$ cat src/rtl/gate_scanner_pkg.sv
// Shared types and constants for the truth-table scanner.
package gate_scanner_pkg;

  localparam int unsigned CNT_W = 4;

  typedef enum logic [1:0] {
    S_IDLE    = 2'd0,
    S_SETTLE  = 2'd1,
    S_CAPTURE = 2'd2,
    S_DONE    = 2'd3
  } state_t;

endpackage

$ cat src/rtl/gate_scanner.sv
// Exhaustively drives a small combinational gate, captures its truth table and
// compares it against an expected table.
module gate_scanner
  import gate_scanner_pkg::*;
#(
  parameter int unsigned N_IN   = 2,
  parameter int unsigned SETTLE = 1
) (
  input  logic                   clk,
  input  logic                   rst_n,
  input  logic                   start,
  output logic                   busy,
  output logic                   done,
  output logic [N_IN-1:0]        drive,
  input  logic                   sample,
  input  logic [(1<<N_IN)-1:0]   expected,
  output logic [(1<<N_IN)-1:0]   table_out,
  output logic [(1<<N_IN)-1:0]   mismatch_mask,
  output logic                   mismatch
);

  localparam int unsigned N_VEC = 1 << N_IN;

  if (N_IN < 1 || N_IN > 4) begin : g_bad_n_in
    $error("gate_scanner: N_IN must be in 1..4");
  end
  if (SETTLE < 1 || SETTLE > 15) begin : g_bad_settle
    $error("gate_scanner: SETTLE must be in 1..15");
  end

  state_t             state_q, state_d;
  logic [N_IN-1:0]    idx_q, idx_d;
  logic [CNT_W-1:0]   cnt_q, cnt_d;
  logic [N_IN-1:0]    drive_q, drive_d;
  logic               busy_q, busy_d;
  logic               done_q, done_d;
  logic [N_VEC-1:0]   table_q, table_d;
  logic [N_VEC-1:0]   mask_q, mask_d;
  logic               mis_q, mis_d;
  logic [N_VEC-1:0]   captured;

  // Next-state and next-output computation.
  always_comb begin
    state_d  = state_q;
    idx_d    = idx_q;
    cnt_d    = cnt_q;
    drive_d  = drive_q;
    busy_d   = busy_q;
    done_d   = 1'b0;
    table_d  = table_q;
    mask_d   = mask_q;
    mis_d    = mis_q;
    captured = table_q;
    captured[idx_q] = sample;

    case (state_q)
      S_IDLE: begin
        if (start) begin
          state_d = S_SETTLE;
          idx_d   = '0;
          drive_d = '0;
          cnt_d   = CNT_W'(SETTLE - 1);
          table_d = '0;
          mask_d  = '0;
          mis_d   = 1'b0;
          busy_d  = 1'b1;
        end
      end
      S_SETTLE: begin
        if (cnt_q == '0) begin
          state_d = S_CAPTURE;
        end else begin
          cnt_d = cnt_q - CNT_W'(1);
        end
      end
      S_CAPTURE: begin
        table_d = captured;
        if (idx_q == N_IN'(N_VEC - 1)) begin
          // Mask uses the just-captured bit, not the stale table register.
          mask_d  = captured ^ expected;
          mis_d   = |(captured ^ expected);
          state_d = S_DONE;
          busy_d  = 1'b0;
          done_d  = 1'b1;
        end else begin
          idx_d   = idx_q + N_IN'(1);
          drive_d = idx_q + N_IN'(1);
          cnt_d   = CNT_W'(SETTLE - 1);
          state_d = S_SETTLE;
        end
      end
      S_DONE: begin
        drive_d = '0;
        state_d = S_IDLE;
      end
      default: state_d = S_IDLE;
    endcase
  end

  always_ff @(posedge clk) begin
    if (!rst_n) begin
      state_q <= S_IDLE;
      idx_q   <= '0;
      cnt_q   <= '0;
      drive_q <= '0;
      busy_q  <= 1'b0;
      done_q  <= 1'b0;
      table_q <= '0;
      mask_q  <= '0;
      mis_q   <= 1'b0;
    end else begin
      state_q <= state_d;
      idx_q   <= idx_d;
      cnt_q   <= cnt_d;
      drive_q <= drive_d;
      busy_q  <= busy_d;
      done_q  <= done_d;
      table_q <= table_d;
      mask_q  <= mask_d;
      mis_q   <= mis_d;
    end
  end

  assign busy          = busy_q;
  assign done          = done_q;
  assign drive         = drive_q;
  assign table_out     = table_q;
  assign mismatch_mask = mask_q;
  assign mismatch      = mis_q;

endmodule

$ cat config.mk
export PLATFORM = sky130hd
export DESIGN_NAME = gate_scanner
export DESIGN_NICKNAME = d
export VERILOG_FILES = /design/src/rtl/gate_scanner_pkg.sv /design/src/rtl/gate_scanner.sv
export SDC_FILE = /design/constraint.sdc
export NUM_CORES = 1
export LEC_CHECK = 0
export CAP_MARGIN = 20
export CELL_PAD_IN_SITES_DETAIL_PLACEMENT = 0
export CELL_PAD_IN_SITES_GLOBAL_PLACEMENT = 1
export CORE_AREA = 2 2 51 53
export CTS_BUF_LIST = sky130_fd_sc_hd__clkbuf_8
export DETAILED_ROUTE_END_ITERATION = 10
export DIE_AREA = 0 0 53 55
export DONT_BUFFER_PORTS = 1
export GPL_TIMING_DRIVEN = 0
export PLACE_DENSITY = 0.83
export SYNTH_ARGS = -nofsm -noshare
export SYNTH_HDL_FRONTEND = slang
export SYNTH_SLANG_ARGS = --single-unit
$ cat constraint.sdc
create_clock -name clk -period 2.3 [get_ports clk]
set_clock_uncertainty 0.15 [all_clocks]
set_input_delay 0.115 -clock clk [delete_from_list [all_inputs] [get_ports clk]]
set_output_delay 0.115 -clock clk [all_outputs]
set_load 0.05 [all_outputs]
==> results of run 1 <==
## power breakdown
part | total, mW | switching (mW) | leakage, nW | internal (mW)
sequential | 0.386 | 0.0167 | 0.170 | 0.369
combinational | 0.0660 | 0.0412 | 0.216 | 0.0248
clock | 0.238 | 0.118 | 0.0255 | 0.120
## state kept, by name, indices dropped and copies added, names as in the netlist
| name | count |
|---|---|
| cnt_q | 4 |
| table_out | 4 |
| mismatch_mask | 4 |
| done | 1 |
| mismatch | 1 |
| drive | 2 |
| idx_q | 2 |
| state_q | 2 |
| busy | 1 |
## critical path, cell delays in order, from the launching register on
cell	delay (ns)
dfxtp_1	0.39
inv_1	0.10
ha_1	0.24
mux2i_1	0.14
xnor2_1	0.18
or4_1	0.55
a32o_1	0.25
## area by class of cell
cell class,instances,share of cell area [%]
Multi-Input combinational cell,87,52.2
Inverter,7,2.25
Tap cell,30,3.21
Clock buffer,3,3.53
Buffer,5,1.60
Timing Repair Buffer,1,0.856
Clock inverter,1,0.428
Sequential cell,21,35.9
## path summary, 6_finish.rpt
path	endpoint
max reg2reg	mismatch
min	state_q[0]
max	mismatch
min reg2reg	cnt_q[3]
## synth_stat cells, drive strengths merged (2+ instances only)
cell type and count:
a21boi 10, nor2b 8, nor2 5, a22oi 5, inv 7, o21a 5, o21ai 10, nor3 2
dfxtp 21, or4 3, xnor2 4, clkbuf 5, a21oi 2, ha 6, nand2b 2, nand2 9
nor3b 2, mux2i 4
## metrics by stage
step           total power [mW]  setup slack [ns]  cells  instance area (sq um)  utilization, %
6_report                  0.690             0.177    155                   1170            49.5
5_1_grt                   0.721             0.108    155                   1170            49.5
4_1_cts                   0.696             0.217    155                   1170            49.5
3_5_place_dp              0.457             0.232    150                   1110            47.1
3_3_place_gp              0.455             0.265    150                   1110            47.1
2_1_floorplan             0.441             0.388    120                   1080               -
## cells in the final DEF (no fill, tap or decap), types with 2 or more instances in the layout
cell type,count
a21oi_1,2
a22oi_1,5
nor2_1,4
mux2i_1,4
xnor2_1,4
nand2b_1,2
nor2b_1,8
a21boi_1,10
inv_1,7
nand2_1,9
o21a_1,5
ha_1,6
clkbuf_1,5
or4_1,3
dfxtp_1,21
o21ai_1,8
o21ai_0,2
nor3b_1,2
clkbuf_8,3
nor3_1,2
## what timing repair did
action | CTS | global route
setup buffers | 0 | 0
hold endpoints to repair | 2 | 0
gates resized for setup | 0 | 0
hold buffers | 1 | 0
## cell families after synthesis
family	after synthesis	share of synthesized area [%]
fa+ha+maj	6	6.98
simple gates	36	19.1
flops	21	39.1
compound gates	37	23.7
mux	4	3.72
buf+inv	12	4.19
xor+xnor	4	3.26
## metal layers
metal / GRT usage (%) / wire length (microns)
met1: 20.5 / 1100
met3: 4.30 / 96
met5: 0 / 0
met4: 6.84 / 10
met2: 34.2 / 1290
==> reports/qor.yml, run 1 <==
drt_iter0_markers: 9
avgSynthCellArea_sq_um: 8.97
grt_pass1_wl_mm: 3.82
yosys_warnings: 0
overflow: 0
portBuffers: 0
fillCellCount: 238
grt_pass1_vias: 868
drive_gt1_share_pct: 5.60
clkSinkCount: 21
drcViolationCount: 0
finalWeightedCongestion: 0.772
synthArstFlopShare_pct: 0
p_leak_nw: 0.411
powerDensity_nw_per_um2: 590
maxSlewViolCount: 0
antenna_left: 0
worst_r2r_path_depth: 6
hold_path.class: "input port to flip-flop"
worstPathArrival_ns: 2.12
fp.dieArea_sq_um: 2920
yosysTopAreaCellShare_pct: 39.1
cts_tree: "yes"
cts_buffers: 3
grt_use_total_pct: 18.4
grt_max_degree: 13
hp-start: "start"
ios: 21
r2r_setup_slack_ns: 0.18
worstPathRequired_ns: 2.29
antenna_found_initial: 0
fp-row-count: 18
die_h_microns: 55
firstDrtPassIters: 4
area_delta_synth_final_pct: 8.72
cts_root_buf: "clkbuf_8"
ys_seq_area_share_pct: 39.1
clockBufferDepth: 2
synthDistinctLibCells: 30
htree_levels: 1
crit_start: "idx_q[0]"
via_per_inst: 5.51
hold_viol: 0
core-area_sq_um: 2360
crit_type: "flip-flop to flip-flop"
synth_fp_nets: 134
start_util_pct: 45.5
drv_cap: 0
setup_tns_ns: 0
critPathCaptureType: "flip-flop"
die_x_microns: 53
nNetsFinal: 140
wl_per_cell_microns: 16.1
drt_wl_total_mm: 2.50
synth_ff_type: "dfxtp_1"
rsz0062_at_grt: "false"
synth_seq_cells: 21
vias: 854
post-dp-hpwl_mm: 1.83
whs_path_depth: 2
antenna_cells: 0
whs_ns: 0.0139
peakVddDrop_mv: 0.380
syn_inst: 120
period_needed_ns: 2.12
synth-edff-count: 0
path_max_fanout: 4
yosys-top-cells-area: "dfxtp_1 (39%), a21boi_1 (7.0%), ha_1 (7.0%)"
path_clk_slew_ns: 0.08
start_kind: "flip-flop"
finalSetupViolCount: 0
multiInputGateArea_sq_um: 611
outcome: "finished, final reports clean"
seqCellArea_sq_um: 420
relSlewSlack_pct: 57.5
worst_slew_pin_slew_ns: 0.636
synth_top_cell_by_area: "dfxtp_1"
fmax_mhz: 471
clock_latency_ns: 0.25
fin_crit_sh_pct: 92.3
r2r_start: "idx_q[0]"
syn_area_sq_um: 1080
Note: power is estimated with default switching activity, not from simulation.
==> run 2, diff against run 1 <==
- CORE_AREA: 2 2 51 53 -> 2 2 52 54
- CTS_BUF_LIST: sky130_fd_sc_hd__clkbuf_8 -> sky130_fd_sc_hd__clkbuf_4 sky130_fd_sc_hd__clkbuf_8 sky130_fd_sc_hd__clkbuf_16
- DIE_AREA: 0 0 53 55 -> 0 0 54 56
- PLACE_DENSITY: 0.83 -> 0.81
==> reports/qor.yml, run 2 (synthesis results as in run 1) <==
grt_pass1_vias: 888
drt_iter0_markers: 10
maxSlewViolCount: 0
core-area_sq_um: 2430
post-cts-setup-buffer-count: 0
drv_cap: 0
post-dp-hpwl_mm: 1.67
ios: 21
hp-start: "sample"
clockBufferDepth: 2
cpPeakStageDelay_ns: 0.54
hold_viol: 0
multiInputGateArea_sq_um: 611
design_area_sq_um: 1200
use_met1_pct: 21.6
worst_slew_pin_slew_ns: 0.623
outcome: "finished, final reports clean"
placed_area_sq_um: 1110
relSlewSlack_pct: 58.4
busiest_layer: "met2"
grt_max_degree: 12
worst_r2r_path_depth: 6
fin_crit_sh_pct: 89.8
die_h_microns: 56
peakVddDrop_mv: 0.493
crit_end: "mismatch"
cp_cell_sequence: "inv_1 -> ha_1 -> mux2i_1 -> xnor2_1 -> or4_1 -> a32o_1"
r2r_start: "idx_q[0]"
r2r_setup_slack_ns: 0.23
crit_start: "idx_q[0]"
critPathCaptureType: "flip-flop"
path_clk_slew_ns: 0.12
start_kind: "flip-flop"
nNetsFinal: 145
clkSinkCount: 21
cts_tree: "yes"
finalWeightedCongestion: 0.825
fp.dieArea_sq_um: 3020
cts_root_buf: "clkbuf_4"
gr-usage-met2_pct: 27.5
start_util_pct: 44.2
slowest_stage: "or4_1"
fillCellCount: 252
most-common-layout-cells: "dfxtp_1 (21), a21boi_1 (10), nand2_1 (9), nor2b_1 (8), o21ai_1 (8)"
worstPathArrival_ns: 2.13
clock_latency_ns: 0.31
antenna_left: 0
gr-usage-met3_pct: 5.91
overflow: 0
vias: 896
htree_levels: 1
post_cts_resized: 0
die_x_microns: 54
rsz0062_at_grt: "false"
drcViolationCount: 0
finalSetupViolCount: 0
r2r_end: "mismatch"
drive_gt1_share_pct: 5.38
p_leak_nw: 0.425
worstPathRequired_ns: 2.37
antenna_found_initial: 0
grt_pass1_wl_mm: 3.92
antenna_cells: 0
setup_tns_ns: 0
period_needed_ns: 2.07
firstDrtPassIters: 4
drt_wl_total_mm: 2.34
whs_ns: 0.0310
path_max_fanout: 4
via_per_inst: 5.60
hold_path.class: "input port to flip-flop"
crit_type: "flip-flop to flip-flop"
fmax_mhz: 484
powerDensity_nw_per_um2: 541
area_delta_synth_final_pct: 11.9
seqCellArea_sq_um: 420
wl_per_cell_microns: 14.6
grt_use_total_pct: 17.6
cts_buffers: 3
fp-row-count: 18
portBuffers: 0
final_common_cell: "dfxtp_1"
run 2: cell types whose count changed in the layout (fill, tap and decap cells not counted), sizes merged:
cell         change
dlygate4sd3      +5
clkinv           -1
clkbuf           +1
run 2: cell type report:
| cell class | instances | area share, % |
|---|---|---|
| Buffer | 5 | 1.56 |
| Sequential cell | 21 | 34.9 |
| Clock buffer | 4 | 2.49 |
| Multi-Input combinational cell | 87 | 50.7 |
| Inverter | 7 | 2.18 |
| Timing Repair Buffer | 6 | 4.99 |
| Tap cell | 30 | 3.12 |
run 2: how the worst min path moves through the flow:
stage / endpoint / slack (ns) / depth (start not counted)
6_report: table_out[0] / 0.03 / 3
4_1_cts: table_out[2] / 0.02 / 3
5_1_grt: table_out[1] / 0.04 / 3
2_1_floorplan: done / 0.11 / 1
3_5_place_dp: done / 0.12 / 1
3_3_place_gp: done / 0.11 / 1
run 2: worst max-delay path: cells and delay by family, from the launching register on:
family | cells | cell delay [ns]
compound gates | 1 | 0.22
xor+xnor | 1 | 0.18
fa+ha+maj | 1 | 0.25
buf+inv | 1 | 0.09
flops | 1 | 0.40
mux | 1 | 0.14
simple gates | 1 | 0.54
run 2: metrics by stage:
step                std cells  setup slack [ns]  utilization, %  power, mW
floorplan                 120             0.388               -      0.441
global placement          150             0.261            45.8      0.456
detailed placement        150             0.234            45.8      0.457
CTS                       160             0.212            49.5      0.663
global route              160            0.0998            49.5      0.682
finish                    160             0.235            49.5      0.651
run 2: routing by layer:
layer,wire length [microns],share of wire [%]
met5,0,0
met4,42,1.8
met3,188,8.0
met2,1050,45
met1,1060,45
run 2: report_power, final:
part	switching, mW	internal, mW
logic	0.0412	0.0304
clock network	0.113	0.0795
registers	0.0167	0.370
total	0.171	0.480
run 2: what timing repair did:
item | 4_1_cts | 5_1_grt
setup endpoints to repair | 0 | 0
hold buffers | 6 | 0
hold endpoints to repair | 8 | 0
